$ cat src/rtl/bus_mem_slave_if.sv
// Request/response bundle between a bus master and the generic memory slave.
interface bus_mem_slave_if #(
    parameter int DATA_W   = 32,
    parameter int ADDR_W   = 4,
    parameter int ERRCNT_W = 8
);
    logic [ADDR_W-1:0]   address;
    logic [DATA_W-1:0]   wdata;
    logic [DATA_W/8-1:0] strb;
    logic                read;
    logic                write;
    logic [DATA_W-1:0]   rdata;
    logic                ready;
    logic                error;
    logic [ERRCNT_W-1:0] err_count;

    modport master (
        output address, wdata, strb, read, write,
        input  rdata, ready, error, err_count
    );

    modport slave (
        input  address, wdata, strb, read, write,
        output rdata, ready, error, err_count
    );
endinterface

$ cat src/rtl/bus_mem_slave.sv
// Generic synchronous memory slave: captures a request in IDLE, optionally
// waits WAIT_STATES cycles, performs the access on RESP entry and pulses ready
// for one cycle. Errors (read+write together, or address beyond DEPTH) return
// rdata=0 / error=1 and bump a saturating error counter.
module bus_mem_slave #(
    parameter int DATA_W      = 32,
    parameter int ADDR_W      = 4,
    parameter int DEPTH       = 16,
    parameter int WAIT_STATES = 0,
    parameter int ERRCNT_W    = 8
) (
    input  logic            clk,
    input  logic            rst_n,
    bus_mem_slave_if.slave  bus
);
    localparam int                STRB_W  = DATA_W / 8;
    localparam logic [3:0]        WAIT_LD = 4'(WAIT_STATES);
    localparam logic [ADDR_W:0]   DEPTH_V = (ADDR_W + 1)'(DEPTH);
    localparam logic [ERRCNT_W-1:0] CNT_MAX = {ERRCNT_W{1'b1}};

    typedef enum logic [1:0] {
        S_IDLE = 2'd0,
        S_WAIT = 2'd1,
        S_RESP = 2'd2
    } state_t;

    state_t              state_r;
    logic [3:0]          wait_cnt_r;
    logic [ADDR_W-1:0]   addr_r;
    logic [DATA_W-1:0]   wdata_r;
    logic [STRB_W-1:0]   strb_r;
    logic                rd_r;
    logic                wr_r;
    logic [DATA_W-1:0]   rdata_r;
    logic                ready_r;
    logic                error_r;
    logic [ERRCNT_W-1:0] err_count_r;

    logic [DATA_W-1:0]   mem_r [DEPTH];

    logic                req_s;
    logic                enter_resp_s;
    logic [ADDR_W-1:0]   acc_addr_s;
    logic [DATA_W-1:0]   acc_wdata_s;
    logic [STRB_W-1:0]   acc_strb_s;
    logic                acc_rd_s;
    logic                acc_wr_s;
    logic                in_range_s;
    logic                acc_err_s;
    logic                mem_we_s;
    logic [DATA_W-1:0]   rd_word_s;

    // Decide whether this edge enters RESP and which request values it uses;
    // with zero wait states the live inputs are captured and accessed at once.
    always_comb begin
        req_s        = bus.read | bus.write;
        enter_resp_s = 1'b0;
        case (state_r)
            S_IDLE:  enter_resp_s = req_s && (WAIT_LD == 4'd0);
            S_WAIT:  enter_resp_s = (wait_cnt_r == 4'd1);
            default: enter_resp_s = 1'b0;
        endcase

        if (state_r == S_IDLE) begin
            acc_addr_s  = bus.address;
            acc_wdata_s = bus.wdata;
            acc_strb_s  = bus.strb;
            acc_rd_s    = bus.read;
            acc_wr_s    = bus.write;
        end else begin
            acc_addr_s  = addr_r;
            acc_wdata_s = wdata_r;
            acc_strb_s  = strb_r;
            acc_rd_s    = rd_r;
            acc_wr_s    = wr_r;
        end

        in_range_s = ({1'b0, acc_addr_s} < DEPTH_V);
        acc_err_s  = (acc_rd_s & acc_wr_s) | ~in_range_s;
        mem_we_s   = enter_resp_s & acc_wr_s & ~acc_err_s;

        if (in_range_s) begin
            rd_word_s = mem_r[acc_addr_s];
        end else begin
            rd_word_s = '0;
        end
    end

    // Byte-masked memory write on RESP entry; an edge coincident with reset
    // must not commit, so the write is qualified by rst_n.
    always_ff @(posedge clk) begin
        if (mem_we_s && rst_n) begin
            for (int b = 0; b < STRB_W; b++) begin
                if (acc_strb_s[b]) begin
                    mem_r[acc_addr_s][8*b +: 8] <= acc_wdata_s[8*b +: 8];
                end
            end
        end
    end

    // Control FSM with registered response outputs and saturating error count.
    always_ff @(posedge clk or negedge rst_n) begin
        if (!rst_n) begin
            state_r     <= S_IDLE;
            wait_cnt_r  <= 4'd0;
            addr_r      <= '0;
            wdata_r     <= '0;
            strb_r      <= '0;
            rd_r        <= 1'b0;
            wr_r        <= 1'b0;
            rdata_r     <= '0;
            ready_r     <= 1'b0;
            error_r     <= 1'b0;
            err_count_r <= '0;
        end else begin
            if (enter_resp_s) begin
                ready_r <= 1'b1;
                error_r <= acc_err_s;
                if (acc_rd_s && !acc_err_s) begin
                    rdata_r <= rd_word_s;
                end else begin
                    rdata_r <= '0;
                end
                if (acc_err_s && (err_count_r != CNT_MAX)) begin
                    err_count_r <= err_count_r + {{(ERRCNT_W-1){1'b0}}, 1'b1};
                end
            end else begin
                ready_r <= 1'b0;
                error_r <= 1'b0;
                rdata_r <= '0;
            end

            case (state_r)
                S_IDLE: begin
                    if (req_s) begin
                        addr_r     <= bus.address;
                        wdata_r    <= bus.wdata;
                        strb_r     <= bus.strb;
                        rd_r       <= bus.read;
                        wr_r       <= bus.write;
                        wait_cnt_r <= WAIT_LD;
                        if (WAIT_LD == 4'd0) begin
                            state_r <= S_RESP;
                        end else begin
                            state_r <= S_WAIT;
                        end
                    end
                end
                S_WAIT: begin
                    wait_cnt_r <= wait_cnt_r - 4'd1;
                    if (wait_cnt_r == 4'd1) begin
                        state_r <= S_RESP;
                    end
                end
                S_RESP: begin
                    state_r <= S_IDLE;
                end
                default: begin
                    state_r <= S_IDLE;
                end
            endcase
        end
    end

    assign bus.rdata     = rdata_r;
    assign bus.ready     = ready_r;
    assign bus.error     = error_r;
    assign bus.err_count = err_count_r;
endmodule
$ cat src/flat_wrapper.sv
// flat-port wrapper written by rule: the top's interface ports become plain ports
module bus_mem_slave_flat 
#(
    parameter int DATA_W      = 32,
    parameter int ADDR_W      = 4,
    parameter int DEPTH       = 16,
    parameter int WAIT_STATES = 0,
    parameter int ERRCNT_W    = 8
)
  (clk, rst_n, bus_address, bus_wdata, bus_strb, bus_read, bus_write, bus_rdata, bus_ready, bus_error, bus_err_count);
  bus_mem_slave_if #(.DATA_W(DATA_W), .ADDR_W(ADDR_W), .ERRCNT_W(ERRCNT_W)) bus_i ();
  input  logic clk;
  input  logic rst_n;
  input wire logic [$bits(bus_i.address)-1:0] bus_address;
  input wire logic [$bits(bus_i.wdata)-1:0] bus_wdata;
  input wire logic [$bits(bus_i.strb)-1:0] bus_strb;
  input wire logic [$bits(bus_i.read)-1:0] bus_read;
  input wire logic [$bits(bus_i.write)-1:0] bus_write;
  output wire logic [$bits(bus_i.rdata)-1:0] bus_rdata;
  output wire logic [$bits(bus_i.ready)-1:0] bus_ready;
  output wire logic [$bits(bus_i.error)-1:0] bus_error;
  output wire logic [$bits(bus_i.err_count)-1:0] bus_err_count;
  assign bus_i.address = bus_address;
  assign bus_i.wdata = bus_wdata;
  assign bus_i.strb = bus_strb;
  assign bus_i.read = bus_read;
  assign bus_i.write = bus_write;
  assign bus_rdata = bus_i.rdata;
  assign bus_ready = bus_i.ready;
  assign bus_error = bus_i.error;
  assign bus_err_count = bus_i.err_count;
  bus_mem_slave #(.DATA_W(DATA_W), .ADDR_W(ADDR_W), .DEPTH(DEPTH), .WAIT_STATES(WAIT_STATES), .ERRCNT_W(ERRCNT_W)) u_core (.clk(clk), .rst_n(rst_n), .bus(bus_i));
endmodule
$ cat config.mk
export PLATFORM = sky130hd
export DESIGN_NAME = bus_mem_slave_flat
export DESIGN_NICKNAME = d
export VERILOG_FILES = /design/src/rtl/bus_mem_slave_if.sv /design/src/rtl/bus_mem_slave.sv /design/src/flat_wrapper.sv
export SDC_FILE = /design/constraint.sdc
export NUM_CORES = 1
export LEC_CHECK = 0
export CORE_MARGIN = 2
export CORE_UTILIZATION = 45
export CTS_CLUSTER_DIAMETER = 30
export CTS_CLUSTER_SIZE = 28
export DETAILED_ROUTE_END_ITERATION = 6
export PLACE_DENSITY = 0.71
export SLEW_MARGIN = 20
export SYNTH_ARGS = -nofsm -noshare
export SYNTH_HDL_FRONTEND = slang
export SYNTH_SLANG_ARGS = --single-unit
export TNS_END_PERCENT = 5
$ cat constraint.sdc
create_clock -name clk -period 4.8 [get_ports clk]
set_clock_uncertainty 0.1 [all_clocks]
set_input_delay 0.96 -clock clk [delete_from_list [all_inputs] [get_ports clk]]
set_output_delay 0.96 -clock clk [all_outputs]
set_load 0.02 [all_outputs]
==> impl_results.md <==
* Slowest-stage cell, CP: dfrtp_2
* Total of max-cap violations at 0
* FP Rows at between 80 and 90
* Status: finished, final reports clean
* CTS Buffer Depth at 3
* Post-synthesis xor/xnor area fraction at 0.272%
* Clock Pin Slew Worst Setup and Hold Paths at around 0.05 ns
* Min-Delay Endpoint: u_core.wdata_r[21]
* Psw at 3.72 mW
* Static leakage at approximately 9.7 nW
* Worst VDD drop at slightly below 300 uV
* Post-synthesis mux area share at 4.95%
* Fmax achieved at around 280 MHz
* I/O pin cnt at 86
* #FFs+latches synth at between 500 and 600
* Switching share of power at about a quarter
* CTS Hold Bufs at 0
* Comb pwr share at 9.8%
* Initial Utilization at between 40% and 50%
* Synth Area in Simple Gates at approximately 6.5%
* Total CTS buffers at 110
* Final nets at between 1.5k and 2k
* Routed WL at around 58 mm
* Most common cell in the netlist: edfxtp_1
* Most used DFF post-synth: edfxtp_1
* Reg2reg start: u_core.state_r[1]
* Largest net degree at the start of global routing at approximately 70
* Delay-heaviest family, CP: compound AO/OA/AOI/OAI gates
* CP Launch Type: flop
* CTS H-Tree Depth at 3
* Final hold violations at 0
* Yosys top cell by area: edfxtp_1
* Hpwl dp at about 34 mm
* R2R cell count at 6
* Crit path kind: flop to flop
* Post-Synth Adder-Cell Area at 0.0555%
* Fin Hold WS at around 0.37 ns
* Synth warnings at 0
* Antenna violations before repair at 0
* ANT nets after route at 0
* Hold_sp: u_core.wdata_r[21]
* Antenna Cells at 0
* Worst EP arrival at 3.94 ns
* Post-synthesis cell type count at 42
* Clock power share at between 50% and 60%
* Global-route wire length before repair at approximately 86 mm
* Crit share post-route at 74.5%
* Synth Cell Area at approximately 23000 um^2
* WP data required at between 5 and 6 ns
* Area delta synth->final at 24.9%
* # resized after CTS at 0
* Unrepaired setup endpoints after global routing: false
* DR vias at 13.7k
* Synth top area share at about two thirds
* Asr flop ratio synth at between 10% and 20%
* CP peak stage delay at about 0.83 ns
* Die X at 228 um
* Min Tclk post-route at between 3 and 4 ns
* Gpl congestion at between 0.8 and 0.9
* Synth cell count leaders: edfxtp_1, o22ai_1, a21oi_1, nand2_1, dfrtp_1
* Detailed Routing Iterations Pass 1 at 6
* CP cell instances: buf_4, nand2b_1, o22a_1, buf_4, o22ai_1, nor4bb_1
* Seq/Total Area, Yosys at slightly below 80%
* Reg2Reg Capture Point: u_core.bus.rdata[15]
* Crit path max fanout at 28
* DIE AREA at approximately 52000 um^2
* Cell mode on critical path: buf_4
* Part of the power in registers at around two fifths
* Power Density at 550 nW/um^2
* Syn Nets at around 1.5k
* Sinks on the clock net at approximately 590
* Slew headroom at 35.1%
* Worst path bufs/invs at 2
* Clock root buffer: clkbuf_16
* Detailed Route Iter0 Violations at approximately 1.7k
* Largest family of logic cells by synthesized area: compound AO/OA/AOI/OAI gates
* Max-slew violations at 0
* Die height at around 230 um
* Grt total ovfl at 0
* Final TNS setup at 0 ns
* Synth area leaders: edfxtp_1, dfrtp_1, o22ai_1
* EDFF count, synth at approximately 500
* DR DRC count at 0
* Number of global-route vias before repair at roughly 14k
* Min-Delay Path Depth at 2
* Internal power at 11.8 mW
* Global-route usage over all layers at between 20% and 30%
* Setup bufs post-CTS at 0
* WL/cell at around 25 um
* Vias per cell at about 6
* Hold Path Class: flop to flop
* CTS tree: done
* Final setup violation count at 0
* Avg Cell Area, Syn at ~16 um^2
* Latest clock arrival within the worst-skew pair at between 0.6 and 0.7 ns
* Setup crit end kind: flop
* Cells after synthesis at ~1.4k
* Port Buffers at 85
* Synth Area in Compound Gates at under 10%
* R2R Setup Slk at 1.22 ns
* Core Region at ~50000 um^2
* Tightest Pin Transition at between 0.9 and 1 ns
* Layout cell share with drive strength beyond 1 at 19.5%
==> worst max path at each step <==
stage                            from                    to  slack (ns)  depth (start not counted)
finish              u_core.state_r[1]  u_core.bus.rdata[15]        1.22                          6
CTS                 u_core.state_r[1]  u_core.bus.rdata[15]        1.25                          6
global placement       bus_address[0]  u_core.bus.rdata[15]        0.85                          8
floorplan              bus_address[1]   u_core.mem_r[13][0]        1.75                          6
global route        u_core.state_r[1]  u_core.bus.rdata[15]        1.16                          6
detailed placement     bus_address[0]   u_core.bus.rdata[2]        0.77                          8
==> through the flow <==
| stage | area (um^2) | util [%] | setup WS, ns | cells | power [mW] |
|---|---|---|---|---|---|
| final | 28200 | 56.5 | 1.22 | 2335 | 15.5 |
| after global routing | 28200 | 56.5 | 1.16 | 2335 | 15.9 |
| after global placement | 24300 | 48.7 | 0.847 | 2127 | 7.51 |
| after floorplan | 22600 | - | 1.75 | 1416 | 6.92 |
| after detailed placement | 24300 | 48.7 | 0.774 | 2127 | 7.55 |
| after CTS | 28200 | 56.5 | 1.25 | 2335 | 15.6 |
==> cells by family after synthesis <==
kind of cell               after synthesis
DFF                                    591
AOI/OAI and AO/OA                      360
and+or+nand+nor                        284
buffers and inverters                  106
muxes                                   67
xor gates and xnor gates                 7
adders and majority gates                1
==> area by class of cell <==
cell class	instances	area (um^2)
fill	3726	21700
inverter	4	15.0
timing repair buffer	141	1310
multi-input combinational	719	4750
sequential	591	17400
clock buffer	128	2920
tap	672	841
clock inverter	80	998
==> per-layer routing <==
layer	vias up	part of all wire (%)	GRT usage [%]
met2	777	50	37.5
met5	-	0	0
met4	0	3.5	8.68
met3	138	9.5	5.41
li1	5950	-	-
met1	6830	37	27.8
==> registers in the layout, indices dropped and copies added, names as in the netlist <==
name                  count
u_core.addr_r             4
u_core.bus.ready          1
u_core.bus.error          1
u_core.bus.rdata         32
u_core.wdata_r           32
u_core.state_r            1
u_core.mem_r            512
u_core.bus.err_count      8
==> power by group through the flow <==
stage          sequential, mW  clock (mW)  combinational (mW)
2_1_floorplan            6.07           0               0.853
3_3_place_gp             6.05           0                1.46
3_5_place_dp             6.05           0                1.50
4_1_cts                  5.96        8.08                1.51
5_1_grt                  5.97        8.31                1.62
6_report                 5.96        8.02                1.52
==> worst min-delay path, cell delays in order (launching register included) <==
cell and delay [ns]:
dfrtp_1 0.33, nand2_1 0.05, nand2_1 0.05
==> placed cells by master (no fill, tap or decap), drive strengths merged, types with 3 or more instances in the layout <==
| cell | count |
|---|---|
| buf | 57 |
| bufinv | 19 |
| edfxtp | 512 |
| nor2 | 43 |
| mux4 | 32 |
| nand2b | 4 |
| xor2 | 3 |
| nand4 | 3 |
| a21oi | 128 |
| o21ai | 65 |
| inv | 21 |
| and2 | 4 |
| and4bb | 3 |
| nand3b | 3 |
| nor4bb | 29 |
| xnor2 | 4 |
| clkinv | 32 |
| dfrtp | 79 |
| clkinvlp | 12 |
| nor3 | 24 |
| or3b | 3 |
| o22ai | 161 |
| nand2 | 128 |
| clkbuf | 128 |
| mux2 | 33 |
| clkdlybuf4s50 | 84 |
| nor4 | 32 |
(Power assumes the default switching activity.)
